## config.mk

```make
export PLATFORM = sky130hd
export DESIGN_NAME = seg7_scan_controller_flat
export DESIGN_NICKNAME = d
export VERILOG_FILES = /design/src/rtl/seg7_pkg.sv /design/src/rtl/seg7_scan_controller_if.sv /design/src/rtl/seg7_scan_controller_font_rom.sv /design/src/rtl/seg7_scan_controller.sv /design/src/flat_wrapper.sv
export SDC_FILE = /design/constraint.sdc
export NUM_CORES = 1
export LEC_CHECK = 0
export BUFFER_PORTS_ARGS = -buffer_cell sky130_fd_sc_hd__buf_2
export CAP_MARGIN = 40
export CORE_UTILIZATION = 30
export CTS_BUF_LIST = sky130_fd_sc_hd__clkbuf_4 sky130_fd_sc_hd__clkbuf_8
export DETAILED_ROUTE_END_ITERATION = 8
export PLACE_DENSITY_LB_ADDON = 0.12
export SLEW_MARGIN = 25
export SYNTH_ARGS = -nofsm -noshare
export SYNTH_HDL_FRONTEND = slang
export SYNTH_HIERARCHICAL = 1
export SYNTH_SLANG_ARGS = --single-unit
```

## constraint.sdc

```tcl
create_clock -name clock -period 5.17 [get_ports clock]
set_input_delay 1.034 -clock clock [delete_from_list [all_inputs] [get_ports clock]]
set_output_delay 1.034 -clock clock [all_outputs]
set_load 0.01 [all_outputs]
```

## src/rtl/seg7_pkg.sv

```systemverilog
`default_nettype none
// ============================================================================
// Module  : seg7_pkg
// Brief   : Shared types and constants for the seven-segment scan controller:
//           scan state encoding and the active-low a..g hex font.
// Revision: 1.0 - initial release
// ============================================================================
package seg7_pkg;

    // Two-phase scan: all anodes off (BLANK), then one digit lit (DWELL).
    typedef enum logic [0:0] {
        SCAN_BLANK = 1'b0,
        SCAN_DWELL = 1'b1
    } scan_state_e;

    // Active-low segment patterns, bit order {a,b,c,d,e,f,g}, indexed by nibble.
    localparam logic [15:0][6:0] C_FONT = {
        7'b0111000,  // F
        7'b0110000,  // E
        7'b1000010,  // d
        7'b0110001,  // C
        7'b1100000,  // b
        7'b0001000,  // A
        7'b0000100,  // 9
        7'b0000000,  // 8
        7'b0001111,  // 7
        7'b0100000,  // 6
        7'b0100100,  // 5
        7'b1001100,  // 4
        7'b0000110,  // 3
        7'b0010010,  // 2
        7'b1001111,  // 1
        7'b0000001   // 0
    };

endpackage
`default_nettype wire

```

## src/rtl/seg7_scan_controller_if.sv

```systemverilog
`default_nettype none
// ============================================================================
// Module  : seg7_scan_controller_if
// Brief   : Valid/ready load port carrying display word, enable and DP masks.
// Revision: 1.0 - initial release
// ============================================================================
interface seg7_scan_controller_if;

    logic        load_valid;
    logic        load_ready;
    logic [31:0] load_data;
    logic [7:0]  load_en;
    logic [7:0]  load_dp;

    modport master (
        output load_valid,
        output load_data,
        output load_en,
        output load_dp,
        input  load_ready
    );

    modport slave (
        input  load_valid,
        input  load_data,
        input  load_en,
        input  load_dp,
        output load_ready
    );

endinterface
`default_nettype wire

```

## src/rtl/seg7_scan_controller_font_rom.sv

```systemverilog
`default_nettype none
// ============================================================================
// Module  : seg7_font_rom
// Brief   : Combinational nibble to active-low a..g segment lookup.
// Revision: 1.0 - initial release
// ============================================================================
module seg7_font_rom
    import seg7_pkg::*;
(
    input  logic [3:0] nibble,
    output logic [6:0] segments
);

    // Direct table lookup; the full 16-entry font covers every nibble value.
    assign segments = C_FONT[nibble];

endmodule
`default_nettype wire

```

## src/rtl/seg7_scan_controller.sv

```systemverilog
`default_nettype none
// ============================================================================
// Module  : seg7_scan_controller
// Brief   : Time-multiplexed 8-digit common-anode seven-segment scanner with
//           blanking gaps and a shadow/active double buffer that only swaps
//           at frame boundaries.
// Revision: 1.0 - initial release
// ============================================================================
module seg7_scan_controller
    import seg7_pkg::*;
#(
    parameter int NUM_DIGITS = 8,
    parameter int DWELL      = 1000,
    parameter int BLANK      = 16
) (
    input  logic                    clock,
    input  logic                    reset,
    seg7_scan_controller_if.slave   load_port,
    output logic [7:0]              out_cathode,
    output logic [7:0]              out_anode,
    output logic                    frame_done
);

    localparam int C_MAX_CNT = (DWELL > BLANK) ? DWELL : BLANK;
    localparam int C_CNT_W   = (C_MAX_CNT > 1) ? $clog2(C_MAX_CNT) : 1;
    localparam int C_IDX_W   = (NUM_DIGITS > 1) ? $clog2(NUM_DIGITS) : 1;

    localparam logic [C_CNT_W-1:0] C_DWELL_LAST = C_CNT_W'(DWELL - 1);
    localparam logic [C_CNT_W-1:0] C_BLANK_LAST = C_CNT_W'(BLANK - 1);
    localparam logic [C_IDX_W-1:0] C_IDX_LAST   = C_IDX_W'(NUM_DIGITS - 1);

    localparam logic [0:0] C_ST_BLANK = SCAN_BLANK;
    localparam logic [0:0] C_ST_DWELL = SCAN_DWELL;

    // Scan position of the current cycle
    logic [0:0]         r_state;
    logic [C_IDX_W-1:0] r_idx;
    logic [C_CNT_W-1:0] r_cnt;

    // Double-buffered display contents
    logic [31:0] r_act_data, r_sh_data;
    logic [7:0]  r_act_en,   r_sh_en;
    logic [7:0]  r_act_dp,   r_sh_dp;
    logic        r_pending;

    // Registered outputs
    logic [7:0]  r_anode;
    logic [7:0]  r_cathode;
    logic        r_frame_done;
    logic        r_load_ready;

    // Next-cycle scan position and the data it will display
    logic [0:0]         w_nxt_state;
    logic [C_IDX_W-1:0] w_nxt_idx;
    logic [C_CNT_W-1:0] w_nxt_cnt;
    logic               w_nxt_last;
    logic               w_accept;
    logic               w_xfer;
    logic [31:0]        w_act_data;
    logic [7:0]         w_act_en;
    logic [7:0]         w_act_dp;
    logic [2:0]         w_sel;
    logic [3:0]         w_nibble;
    logic               w_dig_en;
    logic               w_dig_dp;
    logic [6:0]         w_segments;
    logic [7:0]         w_nxt_anode;
    logic [7:0]         w_nxt_cathode;

    // r_frame_done is high exactly during the last DWELL cycle, so it doubles
    // as the "this cycle ends the frame" marker for the buffer swap.
    assign w_accept   = load_port.load_valid && !r_pending;
    assign w_xfer     = r_frame_done && r_pending;
    assign w_act_data = w_xfer ? r_sh_data : r_act_data;
    assign w_act_en   = w_xfer ? r_sh_en   : r_act_en;
    assign w_act_dp   = w_xfer ? r_sh_dp   : r_act_dp;
    assign w_sel      = 3'(w_nxt_idx);

    // Advance BLANK/DWELL phase, cycle counter and digit index
    always_comb begin
        w_nxt_state = r_state;
        w_nxt_idx   = r_idx;
        w_nxt_cnt   = r_cnt + C_CNT_W'(1);
        if (r_state == C_ST_BLANK) begin
            if (r_cnt == C_BLANK_LAST) begin
                w_nxt_state = C_ST_DWELL;
                w_nxt_cnt   = '0;
            end
        end else begin
            if (r_cnt == C_DWELL_LAST) begin
                w_nxt_state = C_ST_BLANK;
                w_nxt_cnt   = '0;
                w_nxt_idx   = (r_idx == C_IDX_LAST) ? '0 : r_idx + C_IDX_W'(1);
            end
        end
    end

    assign w_nxt_last = (w_nxt_state == C_ST_DWELL) && (w_nxt_idx == C_IDX_LAST) &&
                        (w_nxt_cnt == C_DWELL_LAST);

    // Pick the nibble and mask bits of the digit about to be scanned
    always_comb begin
        w_nibble = '0;
        w_dig_en = 1'b0;
        w_dig_dp = 1'b0;
        for (int i = 0; i < 8; i++) begin
            if (w_sel == 3'(i)) begin
                w_nibble = w_act_data[31-4*i -: 4];
                w_dig_en = w_act_en[7-i];
                w_dig_dp = w_act_dp[7-i];
            end
        end
    end

    seg7_font_rom u_font_rom (
        .nibble   (w_nibble),
        .segments (w_segments)
    );

    // Build the pin patterns for the next cycle; disabled slots stay dark
    always_comb begin
        w_nxt_anode   = 8'hFF;
        w_nxt_cathode = w_dig_en ? {w_segments, ~w_dig_dp} : 8'hFF;
        for (int i = 0; i < 8; i++) begin
            if ((w_sel == 3'(i)) && (w_nxt_state == C_ST_DWELL) && w_dig_en) begin
                w_nxt_anode[7-i] = 1'b0;
            end
        end
    end

    // Scan sequencer and output registers
    always_ff @(posedge clock) begin
        if (reset) begin
            r_state      <= C_ST_BLANK;
            r_idx        <= '0;
            r_cnt        <= '0;
            r_anode      <= 8'hFF;
            r_cathode    <= 8'hFF;
            r_frame_done <= 1'b0;
        end else begin
            r_state      <= w_nxt_state;
            r_idx        <= w_nxt_idx;
            r_cnt        <= w_nxt_cnt;
            r_anode      <= w_nxt_anode;
            r_cathode    <= w_nxt_cathode;
            r_frame_done <= w_nxt_last;
        end
    end

    // Shadow capture on handshake, shadow-to-active swap at frame end
    always_ff @(posedge clock) begin
        if (reset) begin
            r_act_data   <= '0;
            r_act_en     <= '0;
            r_act_dp     <= '0;
            r_sh_data    <= '0;
            r_sh_en      <= '0;
            r_sh_dp      <= '0;
            r_pending    <= 1'b0;
            r_load_ready <= 1'b1;
        end else begin
            r_act_data <= w_act_data;
            r_act_en   <= w_act_en;
            r_act_dp   <= w_act_dp;
            if (w_accept) begin
                r_sh_data    <= load_port.load_data;
                r_sh_en      <= load_port.load_en;
                r_sh_dp      <= load_port.load_dp;
                r_pending    <= 1'b1;
                r_load_ready <= 1'b0;
            end else if (w_xfer) begin
                r_pending    <= 1'b0;
                r_load_ready <= 1'b1;
            end
        end
    end

    assign out_anode            = r_anode;
    assign out_cathode          = r_cathode;
    assign frame_done           = r_frame_done;
    assign load_port.load_ready = r_load_ready;

endmodule
`default_nettype wire

```

## src/flat_wrapper.sv

```systemverilog
// flat-port wrapper written by rule: the top's interface ports become plain ports
module seg7_scan_controller_flat import seg7_pkg::*;
#(
    parameter int NUM_DIGITS = 8,
    parameter int DWELL      = 1000,
    parameter int BLANK      = 16
)
  (clock, reset, out_cathode, out_anode, frame_done, load_port_load_valid, load_port_load_data, load_port_load_en, load_port_load_dp, load_port_load_ready);
  seg7_scan_controller_if load_port_i ();
  input  logic clock;
  input  logic reset;
  output logic [7:0] out_cathode;
  output logic [7:0] out_anode;
  output logic frame_done;
  input wire logic [$bits(load_port_i.load_valid)-1:0] load_port_load_valid;
  input wire logic [$bits(load_port_i.load_data)-1:0] load_port_load_data;
  input wire logic [$bits(load_port_i.load_en)-1:0] load_port_load_en;
  input wire logic [$bits(load_port_i.load_dp)-1:0] load_port_load_dp;
  output wire logic [$bits(load_port_i.load_ready)-1:0] load_port_load_ready;
  assign load_port_i.load_valid = load_port_load_valid;
  assign load_port_i.load_data = load_port_load_data;
  assign load_port_i.load_en = load_port_load_en;
  assign load_port_i.load_dp = load_port_load_dp;
  assign load_port_load_ready = load_port_i.load_ready;
  seg7_scan_controller #(.NUM_DIGITS(NUM_DIGITS), .DWELL(DWELL), .BLANK(BLANK)) u_core (.clock(clock), .reset(reset), .load_port(load_port_i), .out_cathode(out_cathode), .out_anode(out_anode), .frame_done(frame_done));
endmodule
```

==> impl_metrics.py, run 1 <==
metrics = {
    "min_path": {
        "worstHoldStart": "u_core/r_act_data[28]$_SDFF_PP0_",
        "min_path_cells": 2,
        "worstHoldEndpoint": "u_core/r_act_data[28]$_SDFF_PP0_",
        "hold_path_class": "flip-flop to flip-flop",
    },
    "place": {
        "gp_congestion": 0.8011,
        "dp_cells": 924,
        "dp_hpwl_mm": 10.28,
        "port_buffers": 68,
    },
    "clock_network": {
        "clock-root-buffer": "clkbuf_8",
        "cts_resized": 0,
        "cts_tree": "yes",
        "clkTransAtPathRegs_ps": 80,
        "cts_buffers": 17,
        "clk_latency_ps": 450,
        "cts_buffer_depth": 2,
        "postCtsHoldBufs": 0,
        "cts.sinks": 129,
        "postCtsSetupBuffers": 0,
        "htreeDepth": 4,
    },
    "timing": {
        "slew_viol_final": 0,
        "rsz0062_at_grt": "false",
        "hold_viol": 0,
        "tns_ps": 0,
        "finalCriticalPeriod_ps": 4313,
        "fin_skew_ps": 12.84,
        "setup_viol_count_final": 0,
        "final.period_utilization": 0.8342,
        "max_freq_mhz": 231.9,
        "worst_pin_slew_ps": 773.0,
        "slew_headroom": 0.4844,
    },
    "layout": {
        "antenna_cells": 0,
        "nNetsFinal": 770,
        "synthToLayoutAreaGrowth_pct": 15.35,
        "fill_cells": 1952,
        "final_util": 0.3528,
        "drive_gt1_frac": 0.1884,
        "final_cells": 956,
    },
    "flow_run": {
        "max_cap_viol_count": 0,
    },
    "floorplan": {
        "dieArea_sq_mm": 0.01963,
        "die_w_um": 140.1,
        "start_util": 0.3059,
        "core_area_sq_mm": 0.01871,
        "ios": 69,
        "die_h_um": 140.1,
        "num_rows": 50,
    },
    "logic_synthesis": {
        "yosys-top-cells-area": "dfxtp_1 (45%), nand2_1 (10%), mux2i_1 (7.9%), a21oi_1 (6.3%), nor2_1 (4.5%)",
        "seq_area_frac_synth": 0.4513,
        "yosysWarningCount": 6,
        "yosysMostFrequentCell": "nand2_1",
        "synth_fp_nets": 721,
        "yosysTopAreaCellShare": 0.4513,
        "avgSynthCellArea_sq_um": 8.669,
        "synth_cells": 660,
        "synth_ff_type": "dfxtp_1",
        "synth.largest_area_cell": "dfxtp_1",
        "synth_edf_count": 0,
        "ys_seq_elements": 129,
        "synthArstFlopShare": 0,
        "syn_area_sq_mm": 0.005722,
        "synth_common_cells": "nand2_1 (152), dfxtp_1 (129), a21oi_1 (72), nor2_1 (68), mux2i_1 (45)",
        "synth_cell_types": 66,
    },
    "outcome": {
        "outcome": "completed",
    },
    "critical_path": {
        "r2r-start": "u_core/r_cnt[0]$_SDFF_PP0_",
        "cp-start-kind": "flip-flop",
        "worstPathArrival_ps": 4650,
        "worst-setup-path-type": "flip-flop to flip-flop",
        "crit_fanout": 17,
        "crit_path_end_kind": "flip-flop",
        "regToRegSetupSlack_ps": 860,
        "ff2ff_path_depth": 13,
        "critPathRequiredTime_ps": 5510,
        "reg2reg_to": "u_core/out_cathode[4]$_SDFF_PP1_",
    },
    "power_and_ir_drop": {
        "switching_share": 0.2474,
        "p_int_mw": 1.543,
        "p_switching_mw": 0.5074,
        "ir_drop_mv": 0.1383,
        "p_leak_nw": 2.839,
        "p_comb_frac": 0.049,
        "power.density_mw_per_mm2": 310.7,
        "seqPwrFrac": 0.506,
        "p_clk_frac": 0.445,
        "finalPower_mw": 2.051,
    },
    "detailed_routing": {
        "wl_per_cell_um": 15.03,
        "first_pass_iters": 4,
        "drc": 0,
        "finalWirelength_mm": 14.37,
        "vias_per_cell": 4.799,
        "drtIter0Drc": 206,
        "ant_nets": 0,
        "vias": 4588,
    },
    "global_route": {
        "grt_pass1_wl_mm": 23.38,
        "grt_max_degree": 55,
        "grt_pass1_vias": 4600,
        "grt_overflow": 0,
        "antenna_found_initial": 0,
        "grt.total_usage": 0.1543,
    },
}
## cell usage in the layout (no fill, tap or decap), types with 4 or more instances in the layout
master and count:
a211oi_1 8, a21oi_1 72, and3_1 6, and3b_1 4, buf_2 67, buf_4 5
clkbuf_8 17, dfxtp_1 129, ha_1 10, inv_1 4, mux2i_1 45, nand2_1 152
nand2b_2 4, nand3_1 12, nor2_1 68, nor2b_1 4, nor3_1 8, o21a_1 4
o21ai_0 7, or2_1 7, xnor2_1 4, xor2_1 4
## cell type report
cell class	instances	area (sq um)	area share
inverter	4	15.01	0.002275
timing repair buffer	74	420.4	0.06370
multi-input combinational	483	2872	0.4351
clock inverter	15	183.9	0.02787
tap	234	292.8	0.04436
sequential	129	2582	0.3913
clock buffer	17	234.0	0.03545
## power groups by stage
stage	clock, mW	combinational, mW	sequential [mW]
2_1_floorplan	0	0.0611	1.05
3_3_place_gp	0	0.0945	1.06
3_5_place_dp	0	0.103	1.06
4_1_cts	0.946	0.103	1.04
5_1_grt	0.990	0.116	1.04
6_report	0.912	0.101	1.04
## routing by layer
layer / share of wire / wire length (um) / global-route usage
met2: 0.45 / 6489 / 0.2479
met1: 0.49 / 6991 / 0.1981
met3: 0.047 / 673 / 0.03795
met5: 0 / 0 / 0
met4: 0.015 / 212 / 0.06131
## kinds of logic after synthesis
| group | after synthesis | share of synthesized area |
|---|---|---|
| flip-flops | 129 | 0.4513 |
| multiplexers | 54 | 0.1063 |
| adder cells (fa/ha/maj) | 10 | 0.02187 |
| AND/OR/NAND/NOR | 297 | 0.2399 |
| AO/OA/AOI/OAI | 114 | 0.1198 |
| buffers and inverters | 48 | 0.04854 |
| XOR/XNOR | 8 | 0.01224 |
## sequential cells by signal, indices dropped and copies added, names as in the netlist
register / flops
u_core/out_anode: 8
u_core/r_state: 1
u_core/r_sh_dp: 8
u_core/r_cnt: 10
u_core/r_pending: 1
u_core/r_sh_en: 8
u_core/r_sh_data: 32
u_core/r_act_data: 32
u_core/load_port.load_ready: 1
u_core/frame_done: 1
u_core/r_idx: 3
u_core/r_act_en: 8
u_core/out_cathode: 8
u_core/r_act_dp: 8
## critical path: stages, from the launching register on
cell and delay [ps]:
dfxtp_1 410, ha_1 270, and4b_2 310, nand4_2 360
mux2i_4 680, nand2b_1 300, and3b_1 200, a21oi_1 140
o21a_1 300, inv_1 150, ha_1 310, inv_1 50
mux4_1 470, or2_1 230
## per-stage QoR
stage | setup slack (ps) | cell area, sq um | hold WS (ps)
CTS | 875.9 | 6600 | 459.0
finish | 857.0 | 6600 | 456.3
detailed placement | 897.3 | 6182 | 448.0
global route | 553.5 | 6600 | 478.3
global placement | 1145 | 6135 | 445.0
floorplan | 1783 | 5722 | 435.7
## how the worst max path moves through the flow
stage | start | end | slack, ps | cells past startpoint
2_1_floorplan | u_core/r_cnt[0]$_SDFF_PP0_ | u_core/out_cathode[4]$_SDFF_PP1_ | 1780 | 14
3_3_place_gp | u_core/r_cnt[0]$_SDFF_PP0_ | u_core/out_cathode[4]$_SDFF_PP1_ | 1140 | 13
3_5_place_dp | u_core/r_cnt[0]$_SDFF_PP0_ | u_core/out_cathode[4]$_SDFF_PP1_ | 900 | 13
4_1_cts | u_core/r_cnt[0]$_SDFF_PP0_ | u_core/out_cathode[4]$_SDFF_PP1_ | 880 | 13
5_1_grt | u_core/r_cnt[0]$_SDFF_PP0_ | u_core/out_cathode[4]$_SDFF_PP1_ | 550 | 13
6_report | u_core/r_cnt[0]$_SDFF_PP0_ | u_core/out_cathode[4]$_SDFF_PP1_ | 860 | 13
Note: power is estimated with default switching activity, not from simulation.
==> run 2, diff against run 1 <==
Clock period 5.17 ns to 4.5 ns, I/O delays scaled along.
==> run 2 against run 1 <==
Net effect: cell count up 0.21%; worst hold slack improved by 4.4 ps; routed wire length increased by 1.5%; first-iteration DRC count grew 24%; clock power grew 23%; cell area up 0.64%; non-clock buffer count is 2 higher; clock skew shrank 2.1 ps; global-route usage is 0.29 points higher; fmax increased by 10%; combinational power up 11%; clock-buffer cell count increased by 3; critical endpoint unchanged; highest routed layer unchanged.
==> impl_metrics.py, run 2 (synthesis gave the netlist of run 1 again) <==
metrics = {
    "clock_network": {
        "postCtsSetupBuffers": 0,
        "htreeDepth": 4,
        "clk_latency_ps": 460,
        "clkTransAtPathRegs_ps": 70,
        "cts_resized": 0,
        "postCtsHoldBufs": 0,
        "cts.sinks": 129,
        "cts_tree": "yes",
        "cts_buffer_depth": 2,
        "cts_buffers": 17,
        "clock-root-buffer": "clkbuf_8",
    },
    "min_path": {
        "hold_path_class": "flip-flop to flip-flop",
        "min_path_cells": 2,
    },
    "floorplan": {
        "dieArea_sq_mm": 0.01963,
        "num_rows": 50,
        "ios": 69,
        "die_h_um": 140.1,
        "core_area_sq_mm": 0.01871,
        "start_util": 0.3059,
        "die_w_um": 140.1,
    },
    "critical_path": {
        "crit_fanout": 17,
        "ff2ff_path_depth": 13,
        "crit_path_end_kind": "flip-flop",
        "worst-setup-path-type": "flip-flop to flip-flop",
        "critPathRequiredTime_ps": 4840,
        "worstPathArrival_ps": 4260,
        "cp-start-kind": "flip-flop",
    },
    "timing": {
        "fin_skew_ps": 10.73,
        "worst_pin_slew_ps": 704.5,
        "hold_viol": 0,
        "finalCriticalPeriod_ps": 3921,
        "slew_viol_final": 0,
        "final.period_utilization": 0.8713,
        "fin_ws_ps": 579.2,
        "rsz0062_at_grt": "false",
        "setup_viol_count_final": 0,
        "slew_headroom": 0.5303,
        "tns_ps": 0,
        "max_freq_mhz": 255.0,
    },
    "global_route": {
        "grt_pass1_wl_mm": 23.63,
        "grt_pass1_vias": 4488,
        "antenna_found_initial": 0,
        "grt.total_usage": 0.1572,
        "grt_overflow": 0,
        "grt_max_degree": 65,
    },
    "outcome": {
        "outcome": "completed",
    },
    "place": {
        "place_area_sq_mm": 0.006186,
        "port_buffers": 68,
        "gp_congestion": 0.8436,
        "dp_hpwl_mm": 10.38,
        "dp_slack_ps": 576.7,
    },
    "power_and_ir_drop": {
        "finalPower_mw": 2.429,
        "ir_drop_mv": 0.1652,
        "p_leak_nw": 2.853,
        "power.density_mw_per_mm2": 365.6,
    },
    "layout": {
        "layout_common_cells": "nand2_1 (152), dfxtp_1 (129), a21oi_1 (72)",
        "synthToLayoutAreaGrowth_pct": 16.09,
        "nNetsFinal": 772,
        "final_area_sq_mm": 0.006643,
        "drive_gt1_frac": 0.1906,
        "antenna_cells": 0,
        "final_util": 0.3551,
        "layout_commonest_cell": "nand2_1",
        "reg_top3": "u_core/r_act_data x32, u_core/r_sh_data x32, u_core/r_cnt x10",
    },
    "detailed_routing": {
        "ant_nets": 0,
        "vias_per_cell": 4.833,
        "finalWirelength_mm": 14.59,
        "vias": 4630,
        "drtIter0Drc": 255,
        "first_pass_iters": 4,
        "wl_per_cell_um": 15.23,
        "drc": 0,
    },
    "flow_run": {
        "max_cap_viol_count": 0,
    },
}
run 2: cell type report:
class,count,area (sq um)
tap,234,292.8
multi-input combinational,483,2877
clock buffer,20,275.3
timing repair buffer,76,419.2
inverter,4,15.01
sequential,129,2582
clock inverter,12,181.4
fill,1922,12060
run 2: path summary, 6_finish.rpt:
check	start	endpoint	slack [ps]
min reg2reg	u_core/r_sh_data[18]$_SDFFE_PP0P_	u_core/r_sh_data[18]$_SDFFE_PP0P_	460
min	u_core/r_sh_data[18]$_SDFFE_PP0P_	u_core/r_sh_data[18]$_SDFFE_PP0P_	460
max	u_core/r_cnt[0]$_SDFF_PP0_	u_core/out_cathode[4]$_SDFF_PP1_	580
max reg2reg	u_core/r_cnt[0]$_SDFF_PP0_	u_core/out_cathode[4]$_SDFF_PP1_	580
run 2: where the power goes:
group          internal (mW)  total [mW]  switching [mW]
Sequential              1.17        1.19          0.0218
Combinational         0.0443       0.112          0.0680
Clock                  0.649        1.12           0.475
Total                   1.86        2.43           0.565
run 2: per-layer routing:
layer,share of wire,wire length (um),global-route usage
met3,0.035,511,0.04479
met4,0.013,192,0.05668
met2,0.46,6757,0.2516
met1,0.49,7126,0.2009
met5,0,0,0
run 2: critical path, cell delays in order, from the launching register on:
cell	delay [ps]
dfxtp_1	400
ha_1	250
and4b_2	310
nand4_2	170
mux2i_4	580
nand2b_1	280
and3b_1	200
a21oi_1	130
o21a_1	300
inv_1	140
ha_1	300
inv_1	40
mux4_1	460
or2_1	230
run 2: through the flow:
stage                     hold slack (ps)  instances
after floorplan                     435.7        660
after global placement              442.5        924
after detailed placement            448.4        926
after CTS                           459.5        958
after global routing                475.6        958
final                               460.7        958
==> run 3, diff against run 2 <==
Settings changed: CORE_UTILIZATION 30 to 60.
Clock period 4.5 ns to 3.9 ns, I/O delays scaled along.
==> run 3 against run 2 <==
Net effect: critical path type unchanged; cell area fell by 1.3%; sequential share of layout area increased by 0.51 points; via count up 2.6%; global-route usage up 11 points; power is 6.1% higher; critical path depth did not move; clock power decreased by 4%; highest routed layer unchanged; sequential power rose by 15%.
==> impl_metrics.py, run 3 (synthesis gave the netlist of run 1 again) <==
metrics = {
    "floorplan": {
        "core_area_sq_mm": 0.009240,
        "start_util": 0.6192,
        "dieArea_sq_mm": 0.009931,
        "die_w_um": 99.66,
        "num_rows": 35,
        "die_h_um": 99.66,
        "ios": 69,
    },
    "power_and_ir_drop": {
        "power.density_mw_per_mm2": 392.8,
        "p_switching_mw": 0.6737,
        "ir_drop_mv": 0.2417,
        "switching_share": 0.2616,
        "p_comb_frac": 0.051,
        "seqPwrFrac": 0.533,
        "finalPower_mw": 2.576,
        "p_clk_frac": 0.416,
        "p_int_mw": 1.902,
        "p_leak_nw": 2.884,
    },
    "critical_path": {
        "critPathRequiredTime_ps": 4230,
        "cp-start-kind": "flip-flop",
        "crit_path_end_kind": "flip-flop",
        "worst-setup-path-type": "flip-flop to flip-flop",
        "crit_fanout": 8,
        "ff2ff_path_depth": 13,
        "worstPathArrival_ps": 4010,
    },
    "detailed_routing": {
        "drc": 0,
        "wl_per_cell_um": 14.54,
        "first_pass_iters": 5,
        "vias": 4751,
        "drtIter0Drc": 230,
        "ant_nets": 0,
        "vias_per_cell": 5.505,
        "finalWirelength_mm": 12.55,
    },
    "flow_run": {
        "max_cap_viol_count": 0,
    },
    "place": {
        "port_buffers": 68,
        "gp_congestion": 0.8838,
        "dp_hpwl_mm": 8.763,
    },
    "layout": {
        "drive_gt1_frac": 0.2057,
        "layout_common_cells": "nand2_1 (152), dfxtp_1 (129), a21oi_1 (71)",
        "layout_commonest_cell": "nand2_1",
        "fill_cells": 733,
        "final_util": 0.7095,
        "antenna_cells": 0,
        "synthToLayoutAreaGrowth_pct": 14.59,
        "reg_top3": "u_core/r_act_data x32, u_core/r_sh_data x32, u_core/r_cnt x10",
        "nNetsFinal": 782,
    },
    "timing": {
        "max_freq_mhz": 271.4,
        "setup_viol_count_final": 0,
        "hold_viol": 0,
        "fin_skew_ps": 11.96,
        "finalCriticalPeriod_ps": 3685,
        "slew_headroom": 0.5085,
        "final.period_utilization": 0.9449,
        "slew_viol_final": 0,
        "tns_ps": 0,
        "worst_pin_slew_ps": 737.3,
    },
    "clock_network": {
        "clkTransAtPathRegs_ps": 80,
        "htreeDepth": 4,
        "cts_buffers": 17,
        "cts.sinks": 129,
        "clock-root-buffer": "clkbuf_8",
        "cts_buffer_depth": 2,
        "clk_latency_ps": 430,
        "cts_tree": "yes",
    },
    "global_route": {
        "grt_overflow": 0,
        "grt_pass1_vias": 4440,
        "grt_max_degree": 45,
        "grt.total_usage": 0.2650,
        "antenna_found_initial": 0,
        "grt_pass1_wl_mm": 20.59,
    },
    "outcome": {
        "outcome": "completed",
    },
    "min_path": {
        "min_path_cells": 2,
        "hold_path_class": "flip-flop to flip-flop",
    },
}
[run 3: cell types whose count changed in the layout (fill, tap and decap cells not counted), moves of 2 or more]
cell and delta:
buf_12 +2, buf_4 +7, bufinv_16 -4, inv_6 +4, inv_8 +3
[run 3: worst paths after layout]
kind | from | end | slack (ps)
worst min-delay path | u_core/r_sh_data[3]$_SDFFE_PP0P_ | u_core/r_sh_data[3]$_SDFFE_PP0P_ | 460
worst max register to register | u_core/r_cnt[0]$_SDFF_PP0_ | u_core/out_cathode[4]$_SDFF_PP1_ | 210
worst max-delay path | u_core/r_cnt[0]$_SDFF_PP0_ | u_core/out_cathode[4]$_SDFF_PP1_ | 210
worst min register to register | u_core/r_sh_data[3]$_SDFFE_PP0P_ | u_core/r_sh_data[3]$_SDFFE_PP0P_ | 460
[run 3: final cells by class]
type | count | area, sq um | area share
repair buffers | 86 | 516.7 | 0.07882
well taps | 129 | 161.4 | 0.02462
flip-flops and latches | 129 | 2582 | 0.3939
multi-input cells | 483 | 2902 | 0.4426
clock buffers | 19 | 261.5 | 0.03989
inverters | 4 | 15.01 | 0.002290
clock inverters | 13 | 117.6 | 0.01794
[run 3: metrics by stage]
stage / std cells / hold WS, ps / instance area [sq um] / worst slack [ps]
2_1_floorplan: 660 / 435.7 / 5722 / 513.1
3_3_place_gp: 824 / 439.3 / 6063 / 224.0
3_5_place_dp: 825 / 446.1 / 6083 / 52.30
4_1_cts: 857 / 456.8 / 6475 / 131.5
5_1_grt: 863 / 477.4 / 6556 / -7.165
6_report: 863 / 460.0 / 6556 / 214.8
[run 3: what timing repair did]
action | 4_1_cts | 5_1_grt
endpoints found under the setup margin | 1 | 2
pin swaps | 0 | 1
gates resized for setup | 2 | 5
setup buffers | 0 | 5
hold endpoints to repair | 0 | 0
hold buffers | 0 | 0
[run 3: critical path, stage by stage (launching register included)]
cell and delay, ps:
dfxtp_1 390, ha_1 260, and4b_2 340, nand4_4 230, buf_4 220, a21oi_2 220, nand3_1 170, o211ai_1 300
o21a_2 250, inv_1 110, ha_1 300, inv_1 60, mux4_1 490, or2_1 230
[run 3: power groups by stage]
stage	logic, mW	clock network (mW)	registers, mW
2_1_floorplan	0.0811	0	1.40
3_3_place_gp	0.121	0	1.40
3_5_place_dp	0.129	0	1.40
5_1_grt	0.148	1.15	1.38
4_1_cts	0.130	1.10	1.37
6_report	0.130	1.07	1.37
[run 3: layer usage]
metal,vias to the layer above,track usage,part of all wire
met2,125,0.4482,0.49
met3,22,0.05833,0.044
li1,2370,-,-
met1,2234,0.3251,0.45
met4,0,0.1165,0.017
met5,-,0,0
